## src/rtl/fetch_stage.sv

```systemverilog
// Instruction fetch stage: PC register, IF/ID pipeline register and a sticky
// misaligned-redirect fault flag, in front of a 64-word combinational imem.
module fetch_stage #(
  parameter logic [31:0]      RESET_PC  = 32'h0000_0000,
  parameter int               WIDTH     = 32,
  parameter logic [WIDTH-1:0] NOP_INSTR = 32'h0000_0013
) (
  input  logic             clk,
  input  logic             rst_n,
  input  logic             stall,
  input  logic             flush,
  input  logic             redirect_valid,
  input  logic [31:0]      redirect_pc,
  output logic [5:0]       imem_addr,
  input  logic [WIDTH-1:0] imem_instr,
  output logic [31:0]      pc,
  output logic             if_id_valid,
  output logic [31:0]      if_id_pc,
  output logic [WIDTH-1:0] if_id_instr,
  output logic             misaligned_fault
);

  logic [31:0]      pc_d;
  logic             valid_d;
  logic [31:0]      if_id_pc_d;
  logic [WIDTH-1:0] instr_d;
  logic             fault_d;
  logic [31:0]      pc_plus4;

  assign imem_addr = pc[7:2];
  assign pc_plus4  = pc + 32'd4;

  // Redirect beats flush beats stall; a flush only kills IF/ID, the PC still
  // advances unless the hazard unit is also holding.
  always_comb begin
    pc_d       = pc;
    valid_d    = if_id_valid;
    if_id_pc_d = if_id_pc;
    instr_d    = if_id_instr;
    fault_d    = misaligned_fault;
    if (redirect_valid) begin
      pc_d       = {redirect_pc[31:2], 2'b00};
      valid_d    = 1'b0;
      instr_d    = NOP_INSTR;
      if_id_pc_d = pc;
      if (redirect_pc[1:0] != 2'b00) fault_d = 1'b1;
    end else if (flush) begin
      valid_d = 1'b0;
      instr_d = NOP_INSTR;
      if (!stall) pc_d = pc_plus4;
    end else if (!stall) begin
      pc_d       = pc_plus4;
      instr_d    = imem_instr;
      if_id_pc_d = pc;
      valid_d    = 1'b1;
    end
  end

  always_ff @(posedge clk or negedge rst_n) begin
    if (!rst_n) begin
      pc               <= RESET_PC;
      if_id_valid      <= 1'b0;
      if_id_pc         <= '0;
      if_id_instr      <= NOP_INSTR;
      misaligned_fault <= 1'b0;
    end else begin
      pc               <= pc_d;
      if_id_valid      <= valid_d;
      if_id_pc         <= if_id_pc_d;
      if_id_instr      <= instr_d;
      misaligned_fault <= fault_d;
    end
  end

endmodule

```

## config.mk

```make
export PLATFORM = sky130hd
export DESIGN_NAME = fetch_stage
export DESIGN_NICKNAME = d
export VERILOG_FILES = /design/src/rtl/fetch_stage.sv
export SDC_FILE = /design/constraint.sdc
export NUM_CORES = 1
export LEC_CHECK = 0
export ABC_AREA = 1
export BUFFER_PORTS_ARGS = -buffer_cell sky130_fd_sc_hd__buf_2
export CAP_MARGIN = 5
export CORE_UTILIZATION = 30
export CTS_CLUSTER_SIZE = 25
export DETAILED_ROUTE_END_ITERATION = 12
export GPL_ROUTABILITY_DRIVEN = 1
export HOLD_SLACK_MARGIN = 0.15
export PLACE_DENSITY = 0.55
export SLEW_MARGIN = 20
export SYNTH_ARGS = -nofsm -noshare
export SYNTH_HDL_FRONTEND = slang
export SYNTH_SLANG_ARGS = --single-unit
```

## constraint.sdc

```tcl
create_clock -name clk -period 2.29 [get_ports clk]
set_input_delay 0.229 -clock clk [delete_from_list [all_inputs] [get_ports clk]]
set_output_delay 0.229 -clock clk [all_outputs]
set_load 0.01 [all_outputs]
```

## Word level (Yosys, flattened, before mapping)

Index checks and enable logic that the tools add are counted.
W data, S select, Z words.

| storage, ports and cells | value |
|---|---|
| flip-flop bits (word level) | 98 |
| word-level logic and storage cells | 23 |
| input port bits | 69 |
| output and inout bits | 104 |

| cells by class | value |
|---|---|
| $add $sub $neg | 1 |
| equal/unequal tests | 3 |
| multiplexer cells | 11 |
| reductions and logical operators | 3 |

Operator list:

| kind | number |
|---|---|
| $mux W32 | 8 |
| $add A32 B3 Y32 const B | 1 |
| $ne A2 B1 Y1 const B | 2 |
| $reduce_and A2 Y1 | 2 |
| $mux W1 | 3 |
| $ne A3 B1 Y1 const B | 1 |
| $reduce_bool A2 Y1 | 1 |

## Depth between registers and ports, before layout

| depth | value |
|---|---|
| depth after elaboration | 3 |
| mapped depth | 9 |
| gate-level depth less buffers | 9 |

## Worst setup path before layout

Ideal clock, no wire load.

| timing path | value |
|---|---|
| kind | register to register |
| start point | register pc[2] |
| end point | register pc[26] |
| setup slack | 794 ps |
| data arrival time | 1378 ps |
| cell stages (with the launch flop) | 9 |
| clock period less this slack | 1496 ps |
| cells stage by stage | dfrtp_1 ha_1 nand2_2 nor2_2 nand2_2 nor2_4 nand3_1 nand3_1 nand2_1 |

| on the way | value |
|---|---|
| cells in the longest elaborated chain, start to end | 3 |

Ends and longest elaborated chain:

| element | line | text |
|---|---|---|
| from (decl) | 16 | `output logic [31:0] pc,` |
| from (signal assigned) | 67 | `pc <= pc_d;` |
| $add A32 B3 Y32 | 31 | `assign pc_plus4 = pc + 32'd4;` |
| $mux W32 | 50, 51 |  |
| $mux W32 | 41 | `if (redirect_valid) begin` |

Every way passes these cells. The select of a mux whose other input is x is not followed.
A chain may end at the register's enable or synchronous reset.

## Worst setup path in the final report

| timing path | value |
|---|---|
| start point | register pc[2] |
| end point | register pc[22] |

The elaborated chain is that of the path after synthesis.

==> flow_summary.json <==
{
  "synth_warnings": 0,
  "drtIter0Drc": 257,
  "cp_max_fo": 7,
  "synth_compound_area_share_pct": 7.78,
  "die_h_um": 127,
  "critPathKind": "reg -> reg",
  "avgSynthCellArea_um2": 7.90,
  "yosys.area.top_type_share_pct": 48.7,
  "ys_types": 29,
  "finalSetupTns_ns": 0,
  "overflow": 0,
  "drtPass1Iterations": 4,
  "hp-class": "in -> reg",
  "synth-simple-area-share_pct": 30.7,
  "die_area_um2": 16100,
  "start_util_pct": 30.8,
  "cts_resized": 0,
  "synth-seq-area-share_pct": 50.3,
  "rows": 45,
  "hold_buffers": 46,
  "power.density_nw_per_um2": 680,
  "path_clk_slew_ns": 0.07,
  "leakagePower_uw": 0.00332,
  "vias": 4539,
  "syn_inst": 592,
  "grt_pass1_wl_um": 23200,
  "grt_usage_pct": 18.5,
  "design_area_um2": 6460,
  "wire_per_inst_um": 14.4,
  "synth_seq_cells": 94,
  "end_kind": "register",
  "synth_xor_area_share_pct": 0.936,
  "synth_top_family_by_area": "simple AND/OR/NAND/NOR gates",
  "drc": 0,
  "die_w_um": 127,
  "cp.buffers_inverters": 0,
  "antenna_found_initial": 2,
  "wl_um": 14200,
  "synth_area_leader_cell": "dfrtp_1",
  "critical-path-top-delay-family": "simple AND/OR/NAND/NOR gates",
  "post-route-period-util_pct": 72.2,
  "critPathSlowestCell": "dfrtp_1",
  "rsz0062_at_grt": "false",
  "placed_area_um2": 5670,
  "slew_headroom_pct": 62.1,
  "drtAntennaViolNets": 0,
  "cts_tree": "done",
  "worstSetupPathDepth": 8,
  "finClkSkew_ns": 0.00612,
  "grt_pass1_vias": 4502,
  "place_congestion": 0.835,
  "cap_violations": 0,
  "ctsHtreeMaxLevel": 3,
  "p_total_uw": 4390,
  "peakVddDrop_uv": 341,
  "setup_viol": 0,
  "viasPerCell": 4.59,
  "max_freq_ghz": 0.604,
  "path_cells": "ha_1 -> nand2_2 -> nor2_2 -> nand2_2 -> nor2_4 -> nand3_1 -> nand3_1 -> nand2_1",
  "grt_max_degree": 63,
  "antenna_cells": 0,
  "critPathArrivalTime_ns": 1.89,
  "hold_viol_final": 0,
  "core_um2": 15200,
  "syn_area_um2": 4680,
  "io_pins": 173,
  "final_nets": 866,
  "drive_gt1_share_pct": 27.3,
  "cts_root_buf": "clkbuf_16",
  "io_buffers": 168,
  "dp_hpwl_um": 10300,
  "reg2reg_depth": 8,
  "clkSinkCount": 94,
  "post-cts-setup-buffers": 0,
  "slowest_delay_ns": 0.45,
  "status": "completed",
  "drv_slew": 0,
  "syn_to_final_growth_pct": 38.0,
  "tightest_slew_ns": 0.569,
  "cts_max_path_buffers": 2,
  "cp_data_required_time_ns": 2.52,
  "start_kind": "register",
  "muxShareOfSynthArea_pct": 1.68,
  "cts_made_buffers": 9,
  "hold_depth": 3,
  "clk_latency_ns": 0.35,
  "synth_area_leaders": "dfrtp_1, nand2_1, nand3_1",
  "synth-adder-area-share_pct": 0.267,
  "layout_min_cycle_time_ns": 1.65
}
[path summary, 6_finish.rpt]
path	slack [ns]	endpoint	from
max	0.64	pc[22]$_DFFE_PN0N_	pc[2]$_DFFE_PN0N_
min reg2reg	0.47	misaligned_fault$_DFFE_PN0P_	misaligned_fault$_DFFE_PN0P_
max reg2reg	0.64	pc[22]$_DFFE_PN0N_	pc[2]$_DFFE_PN0N_
max in group asynchronous	1.22	if_id_instr[1]$_DFFE_PN1P_	rst_n
min in group asynchronous	0.41	if_id_pc[29]$_DFFE_PN0P_	rst_n
min	0.15	pc[14]$_DFFE_PN0N_	redirect_pc[14]
[stage by stage]
stage / std cells / utilization, % / hold slack [ns] / worst slack, ns
floorplan: 595 / - / -0.0666 / 0.794
global placement: 927 / 37.3 / 0.257 / 0.683
detailed placement: 927 / 37.3 / 0.248 / 0.641
CTS: 989 / 42.5 / 0.159 / 0.632
global route: 989 / 42.5 / 0.164 / 0.448
finish: 989 / 42.5 / 0.153 / 0.636
[logic make-up (layout without fill, tap and decap cells)]
group | Yosys count | count (layout)
muxes | 7 | 7
and+or+nand+nor | 338 | 338
buffers and inverters | 84 | 290
other | 1 | 4
adders and majority gates | 1 | 1
xor gates and xnor gates | 5 | 5
AOI/OAI and AO/OA | 62 | 62
DFF | 94 | 94
[flip-flops by register name, summed over array words and instances, names as in the netlist]
signal / cells
if_id_valid: 1
if_id_pc: 30
pc: 30
misaligned_fault: 1
if_id_instr: 32
[routing by layer]
metal / track usage (%) / wire [um]
met2: 29.1 / 6300
met5: 0 / 24
met3: 6.12 / 1160
met1: 24.4 / 6580
met4: 5.25 / 156
[worst register-to-register path, cell delays in order (launching register included)]
cell,delay (ns)
dfrtp_1,0.45
ha_1,0.22
nand2_2,0.07
nor2_2,0.19
nand2_2,0.18
nor2_4,0.20
nand3_1,0.09
nand3_1,0.09
nand2_1,0.05
[cell type report]
class                   instances  area [um^2]
fillers                      1574         8740
flip-flops and latches         94         2360
repair buffers                225         1400
inverters                      49          184
clock inverters                 5         82.6
clock buffers                  11          243
multi-input cells             417         1960
well taps                     188          235
[where the power goes]
part,internal (uW),total [uW],switching (uW)
logic,340,801,461
registers,1810,1950,139
clock network,987,1640,657
[synth_stat cells (all sizes together)]
master / count
nand2: 161
nand3: 103
dfrtp: 91
nor2: 71
inv: 49
buf: 31
a21oi: 27
o21ai: 20
mux2: 7
o21bai: 6
xor2: 5
clkbuf: 4
o211ai: 4
a22o: 3
dfstp: 3
nand4: 2
and2: 1
conb: 1
ha: 1
o21a: 1
o221ai: 1
[cells in the final DEF, fill, tap and decap left out, types with 2 or more instances in the layout]
master / synthesis / routed
buf_2: 15 / 167
nand2_1: 159 / 159
nand3_1: 103 / 103
dfrtp_1: 91 / 91
nor2_1: 64 / 63
dlygate4sd3_1: 0 / 46
inv_1: 45 / 45
a21oi_1: 27 / 27
o21ai_0: 18 / 18
buf_4: 13 / 11
clkbuf_16: 0 / 9
mux2_2: 7 / 7
o21bai_1: 6 / 6
nor2_2: 5 / 5
xor2_1: 5 / 5
inv_2: 4 / 4
o211ai_1: 4 / 4
conb_1: 1 / 4
nor2_4: 2 / 3
a22o_1: 3 / 3
clkinvlp_4: 0 / 3
dfstp_2: 3 / 3
nand2_2: 2 / 2
nand4_1: 2 / 2
bufinv_16: 0 / 2
Note: power is estimated with default switching activity, not from simulation.
